`src/rtl/writeback_unit.sv`:
```
// Writeback stage: retires instructions into the register bank. ALU and jal
// results are written one cycle after accept. Loads wait for the data memory,
// bounded by a timeout.
module writeback_unit #(
  parameter int unsigned TIMEOUT = 255
) (
  input  logic        clk,
  input  logic        reset,
  input  logic        wb_valid,
  output logic        wb_ready,
  input  logic [5:0]  opcode,
  input  logic [4:0]  rd_in,
  input  logic [4:0]  rt_in,
  input  logic [31:0] alu_result,
  input  logic [31:0] PC_4,
  output logic        mem_rd_req,
  output logic [31:0] mem_addr,
  input  logic        mem_rd_ack,
  input  logic [31:0] mem_rd_data,
  output logic        write_reg_flag,
  output logic [4:0]  write_reg,
  output logic [31:0] write_data,
  output logic        mem_timeout
);

  localparam logic [1:0] IDLE     = 2'd0;
  localparam logic [1:0] MEM_WAIT = 2'd1;
  localparam logic [1:0] WRITE    = 2'd2;

  localparam logic [5:0] OP_RTYPE = 6'h00;
  localparam logic [5:0] OP_JAL   = 6'h03;
  localparam logic [5:0] OP_ADDI  = 6'h08;
  localparam logic [5:0] OP_LW    = 6'h23;

  // Counter value during the last permitted MEM_WAIT cycle.
  localparam logic [7:0] WAIT_LAST = 8'(TIMEOUT - 1);

  logic [1:0] state;
  logic [7:0] counter;
  logic [4:0] load_dest;
  logic       out_of_reset;

  // out_of_reset holds wb_ready low while reset is active and for no longer
  // than the first clock edge after release.
  assign wb_ready = (state == IDLE) && out_of_reset;

  // Main FSM, memory request handshake and register-bank write port.
  // write_reg/write_data are only loaded when a real write happens, so they
  // hold their last value whenever write_reg_flag is low.
  always_ff @(posedge clk or posedge reset) begin
    if (reset) begin
      state          <= IDLE;
      counter        <= '0;
      load_dest      <= '0;
      out_of_reset   <= 1'b0;
      mem_rd_req     <= 1'b0;
      mem_addr       <= '0;
      write_reg_flag <= 1'b0;
      write_reg      <= '0;
      write_data     <= '0;
      mem_timeout    <= 1'b0;
    end else begin
      out_of_reset   <= 1'b1;
      write_reg_flag <= 1'b0;
      mem_timeout    <= 1'b0;
      case (state)
        IDLE: begin
          if (wb_valid && wb_ready) begin
            case (opcode)
              OP_RTYPE: begin
                state <= WRITE;
                if (rd_in != 5'd0) begin
                  write_reg_flag <= 1'b1;
                  write_reg      <= rd_in;
                  write_data     <= alu_result;
                end
              end
              OP_ADDI: begin
                state <= WRITE;
                if (rt_in != 5'd0) begin
                  write_reg_flag <= 1'b1;
                  write_reg      <= rt_in;
                  write_data     <= alu_result;
                end
              end
              OP_JAL: begin
                state          <= WRITE;
                write_reg_flag <= 1'b1;
                write_reg      <= 5'd31;
                write_data     <= PC_4;
              end
              OP_LW: begin
                state      <= MEM_WAIT;
                load_dest  <= rt_in;
                mem_rd_req <= 1'b1;
                mem_addr   <= alu_result;
                counter    <= '0;
              end
              default: ;
            endcase
          end
        end
        MEM_WAIT: begin
          // An ack in the final permitted cycle takes priority over timeout.
          if (mem_rd_ack) begin
            state      <= WRITE;
            mem_rd_req <= 1'b0;
            if (load_dest != 5'd0) begin
              write_reg_flag <= 1'b1;
              write_reg      <= load_dest;
              write_data     <= mem_rd_data;
            end
          end else if (counter == WAIT_LAST) begin
            state       <= IDLE;
            mem_rd_req  <= 1'b0;
            mem_timeout <= 1'b1;
          end else begin
            counter <= counter + 8'd1;
          end
        end
        WRITE: state <= IDLE;
        default: state <= IDLE;
      endcase
    end
  end

endmodule

```
`config.mk`:
```
export PLATFORM = sky130hd
export DESIGN_NAME = writeback_unit
export DESIGN_NICKNAME = d
export VERILOG_FILES = /design/src/rtl/writeback_unit.sv
export SDC_FILE = /design/constraint.sdc
export NUM_CORES = 1
export LEC_CHECK = 0
export BUFFER_PORTS_ARGS = -buffer_cell sky130_fd_sc_hd__buf_2
export CAP_MARGIN = 20
export CORE_UTILIZATION = 45
export CTS_CLUSTER_DIAMETER = 40
export CTS_CLUSTER_SIZE = 40
export DETAILED_ROUTE_END_ITERATION = 8
export GPL_TIMING_DRIVEN = 0
export MAX_ROUTING_LAYER = met4
export PLACE_DENSITY = 0.85
export SYNTH_ARGS = -nofsm -noshare
export SYNTH_HDL_FRONTEND = slang
export SYNTH_SLANG_ARGS = --single-unit
```
`constraint.sdc`:
```
create_clock -name clk -period 7.1 [get_ports clk]
set_clock_uncertainty 0.05 [all_clocks]
set_input_delay 0.71 -clock clk [delete_from_list [all_inputs] [get_ports clk]]
set_output_delay 0.71 -clock clk [all_outputs]
set_load 0.03 [all_outputs]
```
==> results of run 1 <==
[power breakdown]
group	switching (uW)	total [uW]	internal, uW
Sequential	51.2	639	588
Clock	182	357	175
Combinational	272	437	165
[stage by stage]
| stage | setup WS [ps] | cell area, um2 | std cells | hold slack, ps | util, % |
|---|---|---|---|---|---|
| floorplan | 4060 | 4350 | 443 | 402 | - |
| finish | 4600 | 5680 | 777 | 367 | 61.2 |
| global route | 4540 | 5680 | 777 | 393 | 61.2 |
| CTS | 4620 | 5680 | 777 | 371 | 61.2 |
| global placement | 3070 | 5450 | 760 | 397 | 58.7 |
| detailed placement | 4270 | 5480 | 761 | 403 | 59.0 |
[cell families (layout without fill, tap and decap cells)]
group / count (synthesis) / in the layout / synth area share (%)
other cells: 1 / 1 / 0.0862
fa+ha+maj: 2 / 2 / 0.575
simple gates: 201 / 201 / 19.1
buf+inv: 29 / 234 / 3.65
compound gates: 47 / 47 / 6.24
mux: 69 / 69 / 18.6
flops: 88 / 88 / 50.6
xor+xnor: 6 / 6 / 1.21
[path summary, 6_finish.rpt]
check / cells past startpoint / startpoint / slack (ps) / endpoint
worst max-delay path: 8 / opcode[2] / 4600 / write_data[21]
worst min-delay path: 2 / reset / 370 / write_data[12]
worst max register to register: 6 / state[0] / 4940 / mem_addr[8]
worst min register to register: 2 / mem_addr[13] / 420 / mem_addr[13]
max in group asynchronous: 3 / reset / 5990 / mem_addr[28]
min in group clk: 2 / mem_addr[13] / 420 / mem_addr[13]
[layer usage]
metal | GRT usage, % | up-vias | routed length [um]
li1 | - | 1880 | -
met1 | 31.3 | 1908 | 5130
met2 | 43.3 | 169 | 6080
met3 | 3.83 | 38 | 610
met4 | 10.9 | 0 | 320
met5 | - | - | 0
[final cells by class]
cell class	count	area (um2)
fillers	816	3600
flip-flops and latches	88	2200
multi-input cells	326	1990
repair buffers	189	961
well taps	129	161
plain buffers	26	148
clock buffers	11	141
clock inverters	5	63.8
inverters	3	13.8
[cells in the final DEF, fill, tap and decap left out, drive strengths merged, types with 6 or more instances in the layout]
cell    synthesis  layout
mux2           37      37
buf            10     199
o21ai          35      35
nor2           16      16
nand2         155     155
clkbuf         16      27
nor3           10      10
dfrtp          88      88
mux2i          32      32
o31ai           6       6
==> out/qor.csv, run 1 <==
metric;value;unit
ys_ff_latch;88;
cts_num_sinks;88;
post_cts.repair.setup_buffers;0;
power;1430;uW
grt_max_degree;46;
drtAntennaViolNets;0;
io_pins;189;
startpoint_type;input pin;
tightest_slew;734;ps
setup_viol;0;
yosys.cell_types.count;40;
crit_buf_inv;3;
cts_resized;0;
drt_iter0_markers;140;
arrival;2670;ps
syn_inst;443;
num-nets-final;761;
grt_use_total;25.8;%
path_max_fanout;10;
rsz0062_at_grt;no;
run_status;finished clean;
first_pass_iters;4;
via_per_inst;5.14;
diodes;0;
die_h;100;um
synthMostInstantiatedCell;nand2_1;
yosysTopAreaCell;dfrtp_1;
peakVddDrop;0.000135;V
hold_viol_final;0;
syn_area;4350;um2
antenna_found_initial;0;
grt_pass1_vias;4182;
fmax;401;MHz
path_delay_family;compound AO/OA/AOI/OAI gates;
synthTopCellsByCount;nand2_1, dfrtp_1, o21ai_0, mux2i_1, mux2_4;
async_flop_share;100;%
synth_area_leaders;dfrtp_1, nand2_1, mux2i_1;
hold_class;in2async;
drc_errors;0;
drt-total-wl;12.1;mm
core_area;9280;um2
path_class;in2reg;
ys_seq_area_share;50.6;%
vias;3995;
tritoncts;yes;
fin_crit;2500;ps
synthFlopType;dfrtp_1;
initial_core_util;46.9;%
cts-root-buf;clkbuf_8;
synth_edf_count;0;
hold_buffers;0;
reg_top3;mem_addr x32, write_data x32, counter x8;
syn_avg_cell_area;9.82;um2
drive_gt1_share;39.0;%
synthToLayoutAreaGrowth;30.6;%
cpMaxStageDelayCell;a211o_1;
die_area;10100;um2
finalCritPeriodShare;35.1;%
grt_pass1_wl;19.6;mm
yosysTopAreaCellShare;50.6;%
clk_latency;350;ps
maxSlewViolCount;0;
die_w;100;um
drv_cap;0;
path_clk_slew;100;ps
cp_cell_sequence;buf_2 -> nor3_2 -> o21ai_1 -> a211o_1 -> a211oi_2 -> buf_6 -> buf_12 -> mux2_4;
wl_per_cell;15.6;um
portBuffers;188;
timing.setup.tns;0;ps
cpPeakStageDelay;350;ps
grt_overflow;0;
place_congestion;0.868;
htreeDepth;3;
worstPathRequired;7280;ps
clock_path_buffers;2;
cts_buffers;9;
synth_nets;561;
num_rows;35;
post-dp-hpwl;9.33;mm
end_kind;flip-flop;
cellPowerDensity;252;nW/um2
yosys_warnings;0;
leakage;0.00297;uW
slew_headroom;50.8;%
No activity file was read; power rests on OpenSTA's default activity.
==> inputs of run 2 (changes only) <==
- clock period: 7.1 -> 2.4 ns (I/O delays scaled with it)
==> run 2 against run 1 <==
Against the previous run: register-to-register slack got worse by 4700 ps; power rose to 2.9 times the previous value; clock power grew to 2.9 times the previous value; die area unchanged; final area is 0.40% higher; via count down 1.9%; non-clock buffer count is 2 higher; highest routed layer unchanged.
==> out/qor.csv, run 2 (synthesized netlist as in run 1, its figures left out) <==
metric;value;unit;change
grt_pass1_wl;19.2;mm;was 19.6 mm
layout_setup_ws;227;ps;was 4600 ps
io_pins;189;;unchanged
reg_top3;mem_addr x32, write_data x32, counter x8;;unchanged
cts_buffers;9;;unchanged
finalCritPeriodShare;90.5;%;
run_status;finished clean;;unchanged
num_rows;35;;unchanged
cts-root-buf;clkbuf_8;;unchanged
drt_iter0_markers;82;;was 140
vias;3918;;was 3995
drive_gt1_share;39.2;%;was 39.0%
synthToLayoutAreaGrowth;31.1;%;was 30.6%
wl_per_cell;15.5;um;was 15.6 um
cpMostUsedCell;clkbuf_1;;
place_congestion;0.894;;was 0.868
htreeDepth;3;;unchanged
die_h;100;um;unchanged
drt-total-wl;12.1;mm;about the same
cpPeakStageDelay;420;ps;was 350 ps
slew_headroom;50.7;%;was 50.8%
initial_core_util;46.9;%;unchanged
fin_crit;2170;ps;
fmax;460;MHz;
portBuffers;188;;unchanged
cpMaxStageDelayCell;dfrtp_1;;was a211o_1
drc_errors;0;;unchanged
cts_num_sinks;88;;unchanged
cp_cell_sequence;nor2b_1 -> clkbuf_1 -> clkbuf_1 -> o21ai_0 -> mux2_4;;was buf_2 -> nor3_2 -> o21ai_1 -> a211o_1 -> a211oi_2 -> buf_6 -> buf_12 -> mux2_4
timing.setup.tns;0;ps;unchanged
fin_area;5700;um2;was 5680 um2
final_common_cell;buf_2;;unchanged
die_area;10100;um2;unchanged
tritoncts;yes;;unchanged
peakVddDrop;0.000378;V;was 0.000135 V
via_per_inst;5.03;;was 5.14
cellPowerDensity;739;nW/um2;was 252 nW/um2
die_w;100;um;unchanged
grt_max_degree;44;;was 46
startpoint_type;flip-flop;;was input pin
path_class;reg2reg;;was in2reg
clock_path_buffers;2;;unchanged
post-dp-hpwl;9.23;mm;was 9.33 mm
grt_use_total;25.6;%;was 25.8%
rsz0062_at_grt;no;;unchanged
num-nets-final;763;;was 761
antenna_found_initial;0;;unchanged
end_kind;flip-flop;;unchanged
hold_class;in2reg;;was in2async
hold_viol_final;0;;unchanged
post_cts.repair.setup_buffers;0;;unchanged
path_clk_slew;90;ps;was 100 ps
drtAntennaViolNets;0;;unchanged
clk_latency;350;ps;about the same
diodes;0;;unchanged
maxSlewViolCount;0;;unchanged
arrival;2360;ps;was 2670 ps
leakage;0.00297;uW;about the same
grt_pass1_vias;3979;;was 4182
mostFrequentLayoutCells;buf_2, nand2_1, dfrtp_1;;unchanged
place_ws;28.2;ps;was 4270 ps
grt_overflow;0;;unchanged
first_pass_iters;4;;unchanged
tightest_slew;736;ps;was 734 ps
worstPathRequired;2590;ps;was 7280 ps
setup_viol;0;;unchanged
core_area;9280;um2;unchanged
path_max_fanout;10;;unchanged
drv_cap;0;;unchanged
place_area;5500;um2;was 5480 um2
[run 2: critical path: cells and delay by family, from the launching register on]
family	cells	cell delay, ps
and+or+nand+nor	1	220
buffers and inverters	2	830
AOI/OAI and AO/OA	1	240
DFF	1	420
muxes	1	310
[run 2: final cells by class]
type,count,area (um2)
Buffer,26,149
Clock buffer,10,128
Clock inverter,6,67.6
Fill cell,822,3580
Inverter,3,15.0
Multi-Input combinational cell,326,1990
Sequential cell,88,2200
Tap cell,129,161
Timing Repair Buffer,191,991
[run 2: final timing paths]
kind,start,to,slack (ps),cells after the start
max in group asynchronous,reset,write_data[25],1380,4
worst max register to register,state[1],write_data[22],230,5
worst min register to register,mem_addr[19],mem_addr[19],420,2
worst max-delay path,state[1],write_data[22],230,5
min in group asynchronous,reset,counter[7],370,3
worst min-delay path,alu_result[0],mem_addr[0],40,3
[run 2: timing repair]
item / in CTS / in global routing
resized for setup: 0 / 2
hold buffers: 1 / 0
endpoints found under the setup margin: 0 / 6
hold endpoints to repair: 14 / 0
[run 2: routing by layer]
metal	vias up	track usage, %	share of wire [%]
met2	145	42.6	50
li1	1884	-	-
met3	25	3.90	5.2
met4	0	10.9	2.4
met1	1864	31.0	43
met5	-	-	0
[run 2: power by group]
| group | leakage [uW] | switching [uW] | internal (uW) | total, uW |
|---|---|---|---|---|
| registers | 0.00116 | 151 | 1740 | 1890 |
| clock network | 0.0000933 | 539 | 487 | 1030 |
| logic | 0.00172 | 807 | 493 | 1300 |
| total | 0.00297 | 1500 | 2720 | 4220 |
[run 2: metrics by stage]
step,total power [uW],utilization [%],hold slack [ps],instances
6_report,4220,61.4,41.7,779
5_1_grt,4410,61.4,33.8,779
4_1_cts,4230,61.4,33.6,779
3_5_place_dp,3210,59.2,203,762
3_3_place_gp,3160,58.8,395,760
2_1_floorplan,2740,-,261,443
==> inputs of run 3 (changes only) <==
- CORE_UTILIZATION: 45 -> 48
- PLACE_DENSITY: 0.85 -> 0.9
==> run 3 against run 2 <==
Against the previous run: global-route usage up 1.2 points; largest cell class unchanged; critical path type unchanged; register-to-register slack better by 40 ps; die area shrank 6.1%; largest power group unchanged.
==> out/qor.csv, run 3 (synthesized netlist as in run 1, its figures left out) <==
metric;value;unit;change
die_w;97.2;um;was 100 um
drt-total-wl;12.0;mm;was 12.1 mm
post-dp-hpwl;9.39;mm;was 9.23 mm
tritoncts;yes;;unchanged
worstPathRequired;2590;ps;about the same
cts_num_sinks;88;;unchanged
r2r-end;write_data[19];;was write_data[22]
startpoint_type;flip-flop;;unchanged
initial_core_util;49.7;%;was 46.9%
drc_errors;0;;unchanged
drt_iter0_markers;109;;was 82
cts-root-buf;clkbuf_8;;unchanged
portBuffers;188;;unchanged
drtAntennaViolNets;0;;unchanged
end_kind;flip-flop;;unchanged
diodes;0;;unchanged
maxSlewViolCount;0;;unchanged
finalCritPeriodShare;89.0;%;was 90.5%
cpMostUsedCell;clkbuf_1;;unchanged
grt_use_total;26.7;%;was 25.6%
fmax;468;MHz;was 460 MHz
die_area;9450;um2;was 10100 um2
finalNonFillerCells;758;;was 779
via_per_inst;5.24;;was 5.03
reg_top3;mem_addr x32, write_data x32, counter x8;;unchanged
grt_pass1_wl;19.4;mm;was 19.2 mm
cp.depth;5;;unchanged
setup_viol;0;;unchanged
arrival;2330;ps;was 2360 ps
drive_gt1_share;39.1;%;was 39.2%
ff2ff_setup_slack;260;ps;was 230 ps
grt_overflow;0;;unchanged
path_clk_slew;90;ps;about the same
fin_crit;2140;ps;was 2170 ps
power;4140;uW;was 4220 uW
rsz0062_at_grt;no;;unchanged
vias;3971;;was 3918
crit_start;state[1];;unchanged
cpPeakStageDelay;440;ps;was 420 ps
mostFrequentLayoutCells;buf_2, nand2_1, dfrtp_1;;unchanged
synthToLayoutAreaGrowth;30.1;%;was 31.1%
reg2reg_depth;5;;unchanged
grt_max_degree;43;;was 44
path_delay_family;buffers and inverters;;unchanged
grt_pass1_vias;4038;;was 3979
timing.setup.tns;0;ps;unchanged
hold_class;in2reg;;unchanged
cellPowerDensity;732;nW/um2;was 739 nW/um2
path_max_fanout;10;;unchanged
io_pins;189;;unchanged
cp_cell_sequence;nor2b_1 -> clkbuf_1 -> clkbuf_1 -> o21ai_0 -> mux2_4;;unchanged
die_h;97.2;um;was 100 um
tightest_slew;718;ps;was 736 ps
antenna_found_initial;0;;unchanged
num_rows;34;;was 35
drv_cap;0;;unchanged
final_common_cell;buf_2;;unchanged
slew_headroom;51.8;%;was 50.7%
r2r-start;state[1];;unchanged
cp-endpoint;write_data[19];;was write_data[22]
crit_buf_inv;2;;unchanged
cpMaxStageDelayCell;clkbuf_1;;was dfrtp_1
clock_path_buffers;2;;unchanged
cts_resized;0;;unchanged
placedCellCount;741;;was 762
htreeDepth;3;;unchanged
num-nets-final;763;;unchanged
run_status;finished clean;;unchanged
cts_buffers;9;;unchanged
wl_per_cell;15.8;um;was 15.5 um
hold_viol_final;0;;unchanged
peakVddDrop;0.000426;V;was 0.000378 V
clk_latency;350;ps;about the same
leakage;0.00296;uW;was 0.00297 uW
first_pass_iters;4;;unchanged
core_area;8760;um2;was 9280 um2
path_class;reg2reg;;unchanged
place_congestion;0.851;;was 0.894
run 3: cell count changes in the layout (fill, tap and decap cells not counted):
| cell | change |
|---|---|
| bufinv_16 | -1 |
| clkbuf_1 | +1 |
| clkinvlp_4 | +1 |
| clkbuf_2 | -1 |
| clkinv_2 | -1 |
| clkbuf_8 | +1 |
run 3: what timing repair did:
action | CTS | global route
endpoints found under the hold margin | 12 | 0
setup buffers | 0 | 0
hold buffers | 1 | 0
run 3: where the power goes:
| part | internal (uW) | total (uW) | switching, uW |
|---|---|---|---|
| clock | 412 | 948 | 536 |
| combinational | 494 | 1300 | 808 |
| sequential | 1740 | 1890 | 153 |
| total | 2640 | 4140 | 1500 |
run 3: how the worst min path moves through the flow:
| stage | start | end | slack [ps] | depth (start not counted) |
|---|---|---|---|---|
| 2_1_floorplan | mem_rd_ack | mem_timeout | 260 | 1 |
| 3_3_place_gp | mem_addr[19] | mem_addr[19] | 400 | 2 |
| 3_5_place_dp | reset | counter[6] | 190 | 2 |
| 4_1_cts | alu_result[5] | mem_addr[5] | 30 | 3 |
| 5_1_grt | mem_rd_ack | mem_timeout | 40 | 2 |
| 6_report | alu_result[5] | mem_addr[5] | 40 | 3 |
run 3: stage by stage:
| stage | instance area [um2] | utilization, % | setup slack, ps | hold slack (ps) |
|---|---|---|---|---|
| final | 5660 | 64.6 | 263 | 41.5 |
| after global routing | 5660 | 64.6 | 72.4 | 42.1 |
| after CTS | 5660 | 64.6 | 273 | 33.2 |
| after detailed placement | 5470 | 62.4 | 4.98 | 189 |
| after global placement | 5430 | 62.0 | 70.7 | 397 |
| after floorplan | 4360 | - | 166 | 261 |
run 3: tightest hold or removal path: stages:
cell and delay, ps:
buf_2 90, nand2_1 40, nand2_1 50
run 3: routing by layer:
layer,track usage (%),vias to the layer above,routed length [um]
li1,-,1884,-
met2,47.0,142,6270
met1,31.8,1922,4950
met5,-,-,0
met3,4.60,23,569
met4,7.35,0,228
run 3: final cells by class:
type / count / area (um2)
Buffer: 26 / 148
Timing Repair Buffer: 191 / 991
Fill cell: 719 / 3100
Sequential cell: 88 / 2200
Inverter: 3 / 15.0
Clock inverter: 5 / 40.0
Multi-Input combinational cell: 326 / 1990
Clock buffer: 11 / 141
Tap cell: 108 / 135
